--- config.mk ---
export PLATFORM = sky130hd
export DESIGN_NAME = seq_stage_ctrl
export DESIGN_NICKNAME = d
export VERILOG_FILES = /design/src/rtl/seq_stage_ctrl.sv
export SDC_FILE = /design/constraint.sdc
export NUM_CORES = 1
export LEC_CHECK = 0
export CAP_MARGIN = 15
export CORE_MARGIN = 4
export CORE_UTILIZATION = 30
export DETAILED_ROUTE_END_ITERATION = 8
export PLACE_DENSITY = 0.65
export SLEW_MARGIN = 10
export SYNTH_ARGS = -nofsm -noshare
export SYNTH_HDL_FRONTEND = slang
export SYNTH_SLANG_ARGS = --single-unit
--- constraint.sdc ---
create_clock -name clk -period 2.9 [get_ports clk]
set_input_delay 0.87 -clock clk [delete_from_list [all_inputs] [get_ports clk]]
set_output_delay 0.87 -clock clk [all_outputs]
set_load 0.05 [all_outputs]
--- src/rtl/seq_stage_ctrl.sv ---
// Y86-64 SEQ stage sequencer: one stage enable per cycle, data-memory handshake, status code.
// Optional cycle/retired counters are built only when SEQ_PERF_CNT_EN is defined.
module seq_stage_ctrl #(
  parameter int CNT_W       = 32,
  parameter int MEM_TIMEOUT = 15
) (
  input  logic             clk,
  input  logic             rst,
  input  logic             start,
  input  logic [3:0]       icode,
  input  logic             instr_valid,
  input  logic             imem_error,
  input  logic             mem_ack,
  input  logic             dmem_error,
  output logic             mem_req,
  output logic             f_en,
  output logic             d_en,
  output logic             e_en,
  output logic             m_en,
  output logic             w_en,
  output logic             pc_en,
  output logic [2:0]       stat,
  output logic             halted,
  output logic             busy,
  output logic [CNT_W-1:0] cyc_cnt,
  output logic [CNT_W-1:0] instr_cnt
);

  typedef enum logic [2:0] {
    S_IDLE, S_FETCH, S_DECODE, S_EXECUTE, S_MEMORY, S_WRITEBACK, S_PCUPD, S_HALTED
  } state_t;

  localparam logic [2:0] STAT_AOK = 3'd1;
  localparam logic [2:0] STAT_HLT = 3'd2;
  localparam logic [2:0] STAT_ADR = 3'd3;
  localparam logic [2:0] STAT_INS = 3'd4;

  // Wait counter value seen in the last allowed MEMORY cycle (counter starts at 0).
  localparam logic [7:0] WAIT_LAST = 8'(MEM_TIMEOUT - 1);

  state_t     state_q, state_d;
  logic [2:0] stat_q, stat_d;
  logic [3:0] icode_q;
  logic [7:0] wait_q, wait_d;
  logic       is_mem;

  assign is_mem = icode_q inside {4'd4, 4'd5, 4'd8, 4'd9, 4'd10, 4'd11};

  // NOTE: sequential state uses non-blocking assignments only; combinational logic uses blocking.
  always_ff @(posedge clk or posedge rst) begin
    if (rst) begin
      state_q <= S_IDLE;
      stat_q  <= STAT_AOK;
      icode_q <= 4'd0;
      wait_q  <= 8'd0;
    end else begin
      state_q <= state_d;
      stat_q  <= stat_d;
      wait_q  <= wait_d;
      if (state_q == S_FETCH) icode_q <= icode;
    end
  end

  // NOTE: every signal written here gets a default first so no latch is inferred.
  always_comb begin
    state_d = state_q;
    stat_d  = stat_q;
    wait_d  = wait_q;
    unique case (state_q)
      S_IDLE:      if (start) state_d = S_FETCH;
      S_FETCH: begin
        if (imem_error) begin
          state_d = S_HALTED;
          stat_d  = STAT_ADR;
        end else if (!instr_valid) begin
          state_d = S_HALTED;
          stat_d  = STAT_INS;
        end else if (icode == 4'd0) begin
          state_d = S_HALTED;
          stat_d  = STAT_HLT;
        end else begin
          state_d = S_DECODE;
        end
      end
      S_DECODE:    state_d = S_EXECUTE;
      S_EXECUTE: begin
        state_d = S_MEMORY;
        wait_d  = 8'd0;
      end
      S_MEMORY: begin
        if (!is_mem) begin
          state_d = S_WRITEBACK;
        end else if (mem_ack) begin
          // An ack in the last allowed cycle still beats the timeout.
          state_d = dmem_error ? S_HALTED : S_WRITEBACK;
          if (dmem_error) stat_d = STAT_ADR;
        end else if (wait_q == WAIT_LAST) begin
          state_d = S_HALTED;
          stat_d  = STAT_ADR;
        end else begin
          wait_d = wait_q + 8'd1;
        end
      end
      S_WRITEBACK: state_d = S_PCUPD;
      S_PCUPD:     state_d = S_FETCH;
      S_HALTED:    state_d = S_HALTED;
      default:     state_d = S_IDLE;
    endcase
  end

  assign f_en    = (state_q == S_FETCH);
  assign d_en    = (state_q == S_DECODE);
  assign e_en    = (state_q == S_EXECUTE);
  assign m_en    = (state_q == S_MEMORY);
  assign w_en    = (state_q == S_WRITEBACK);
  assign pc_en   = (state_q == S_PCUPD);
  assign mem_req = m_en && is_mem;
  assign halted  = (state_q == S_HALTED);
  assign busy    = (state_q != S_IDLE) && (state_q != S_HALTED);
  assign stat    = stat_q;

`ifdef SEQ_PERF_CNT_EN
  logic [CNT_W-1:0] cyc_q, instr_q;

  always_ff @(posedge clk or posedge rst) begin
    if (rst) begin
      cyc_q   <= '0;
      instr_q <= '0;
    end else begin
      if (busy && (cyc_q != '1)) cyc_q <= cyc_q + 1'b1;
      if (pc_en && (instr_q != '1)) instr_q <= instr_q + 1'b1;
    end
  end

  assign cyc_cnt   = cyc_q;
  assign instr_cnt = instr_q;
`else
  assign cyc_cnt   = '0;
  assign instr_cnt = '0;
`endif

endmodule

==> results of run 1 <==
[cell families (layout without fill, tap and decap cells)]
| group | count (synthesis) | after routing | share of synthesized area [%] |
|---|---|---|---|
| buffers and inverters | 79 | 42 | 35.0 |
| and+or+nand+nor | 43 | 43 | 16.7 |
| AOI/OAI and AO/OA | 21 | 21 | 11.7 |
| DFF | 17 | 17 | 27.6 |
| muxes | 7 | 7 | 4.93 |
| xor gates and xnor gates | 4 | 4 | 2.26 |
| adders and majority gates | 2 | 2 | 1.62 |
| other | 1 | 64 | 0.242 |
[metrics by stage]
step	setup WS, ns	instances	hold WS, ns	cell area [um2]
finish	0.179	267	0.507	1680
global route	0.0522	267	0.544	1680
CTS	0.156	267	0.522	1680
detailed placement	0.359	263	0.494	1640
global placement	0.365	263	0.499	1640
floorplan	0.185	237	0.482	1780
[sequential cells by signal, indices dropped and copies added (netlist names)]
signal / count
icode_q: 3
stat: 3
state_q: 3
wait_q: 8
[worst max-delay path: stages (launching register included)]
cell             delay, ns
dfrtp_1               0.56
and3_1                0.23
clkdlybuf4s50_1       0.80
[path summary, 6_finish.rpt]
kind	start	endpoint	cells after the start
max	state_q[1]$_DFFE_PP0P_	halted	2
min reg2reg	stat[2]$_DFFE_PP0P_	stat[2]$_DFFE_PP0P_	1
min	stat[2]$_DFFE_PP0P_	stat[2]$_DFFE_PP0P_	1
max reg2reg	state_q[2]$_DFFE_PP0P_	stat[2]$_DFFE_PP0P_	5
min in group asynchronous	rst	icode_q[1]$_DFFE_PP0P_	2
max in group asynchronous	rst	state_q[0]$_DFFE_PP0P_	2
[report_power, final]
| part | internal [mW] | leakage [nW] | switching [mW] |
|---|---|---|---|
| Clock | 0.0956 | 0.0255 | 0.0873 |
| Sequential | 0.312 | 0.212 | 0.0954 |
| Combinational | 0.269 | 0.583 | 0.598 |
| Total | 0.677 | 0.820 | 0.781 |
[cell usage after synthesis, types with 2 or more instances]
master / number / area, um2
a2111o_1: 2 / 22.5
nor3_1: 3 / 15.0
nand4_1: 2 / 12.5
buf_4: 65 / 488
a21oi_1: 4 / 20.0
dfrtp_1: 16 / 400
ha_1: 2 / 25.0
o211ai_1: 2 / 15.0
nand2_1: 5 / 18.8
clkbuf_1: 2 / 7.51
nor2_1: 8 / 30.0
xnor2_1: 3 / 26.3
and3_1: 5 / 31.3
nand3_1: 5 / 25.0
and2_1: 2 / 12.5
inv_1: 11 / 41.3
mux2_2: 3 / 33.8
mux2i_1: 2 / 20.0
a2111oi_0: 3 / 26.3
mux2_1: 2 / 22.5
nand2b_1: 2 / 12.5
[cell type report]
type                       instances  area [um2]
fill                             525        3160
inverter                          11        41.3
tap                               67        83.8
clock inverter                     1        5.00
multi-input combinational        141         816
sequential                        17         427
clock buffer                       3        41.3
timing repair buffer              27         270
[routing by layer]
metal  GRT usage, %  vias to the layer above  share of wire [%]
li1               -                      516                  -
met5              0                        -                  0
met4           2.53                        0               0.89
met2           14.0                       43                 48
met1           10.9                      494                 43
met3           3.05                        4                8.4
==> metrics.txt, run 1 <==
largest net degree at the start of global routing 18; f_max about 370 MHz; max_cap viols 0; GPL Wtd Cong about 0.86; Cell Area, Synth around 1500 um2; Initial Utilization a little under a third; Yosys warning total 0; CP Launch Type flop; commonest non-fill, non-tap cell in the layout conb_1; first-pass GRT wire length between 4 and 5 mm; drt via density around 4.0; unrepaired setup endpoints after global routing false; Max Clock Skew about 0.001 ns; Vias around 1100; Final Critical Period 2.72 ns; CP Class flop to output port; status complete, no violations; cell at the root of the clock tree clkbuf_8; CTS buffer count 3; highest-count cells in the layout ignoring fill and taps 64 x conb_1, 17 x clkdlybuf4s50_1, 16 x dfrtp_1; Fin Setup TNS 0 ns; clock latency on the worst-skew pair approximately 0.26 ns; DP HPWL ~2.3 mm; CP Data Arrival Time roughly 1.9 ns; Setup violations, final 0; initial antenna violation count 0; Critical Path Sink Type output port; 1st-pass router iterations 4; CTS Buffer Depth 2; Hold Violations, Final 0; top_reg_cell synth dfrtp_1; vias in the first global route slightly below 1000; Die X between 70 and 80 um; clk slew on worst S/H paths ~0.07 ns; Resized Gates After CTS 0; Post-synth EDFFs 0; DR iter-0 viols 44; die height between 70 and 80 um; Std-Cell Rows 25; H-tree depth 1; period utilization 93.8%; Avg WL per Cell around 11 um; Netlist cell types 46; Mapped Cells 174; worst-path maximum fanout 13; FF-to-FF setup slack 0.60 ns; Antenna Nets Post-Route 0; Post-synth ARST share between 90% and 100%; gr ovfl total 0; static leakage about 0.82 nW; GRT Total Usage under 10%; Die ar. around 6400 um2; PD cells between 800 and 900 nW/um2; Util after Layout between 30% and 40%; share of cells above drive strength 1 between 10% and 20%; CTS Hold Bufs 0; Area Growth Syn to Fin 8.81%; post-CTS setup buffer count 0; ant diodes 0; Slew @ Worst Pin 0.671 ns; core area approximately 4800 um2; FF+latch count, synth 17; CP Data Required Time between 2 and 2.5 ns; I/O Buffers 22; Avg Inst Size Synth between 8 and 9 um2; DRC viols 0; IO Count between 80 and 90; sequential fraction of the synthesis area about 28%; Max VDD drop about 0.00042 V; Routed WL around 2.8 mm; Post-layout nets approximately 210; Min-Delay Path Class flop to flop; CTS tree built; Pwr Total 1.46 mW; Sink Count 17; relative slew slack 55.2%; fin. max-slew vios 0
Note: power is estimated with default switching activity, not from simulation.
==> inputs of run 2 (changes only) <==
- SLEW_MARGIN: 10 -> unset
==> results of run 2 <==
The final DEF is identical to that of run 1; final timing and power are the same.
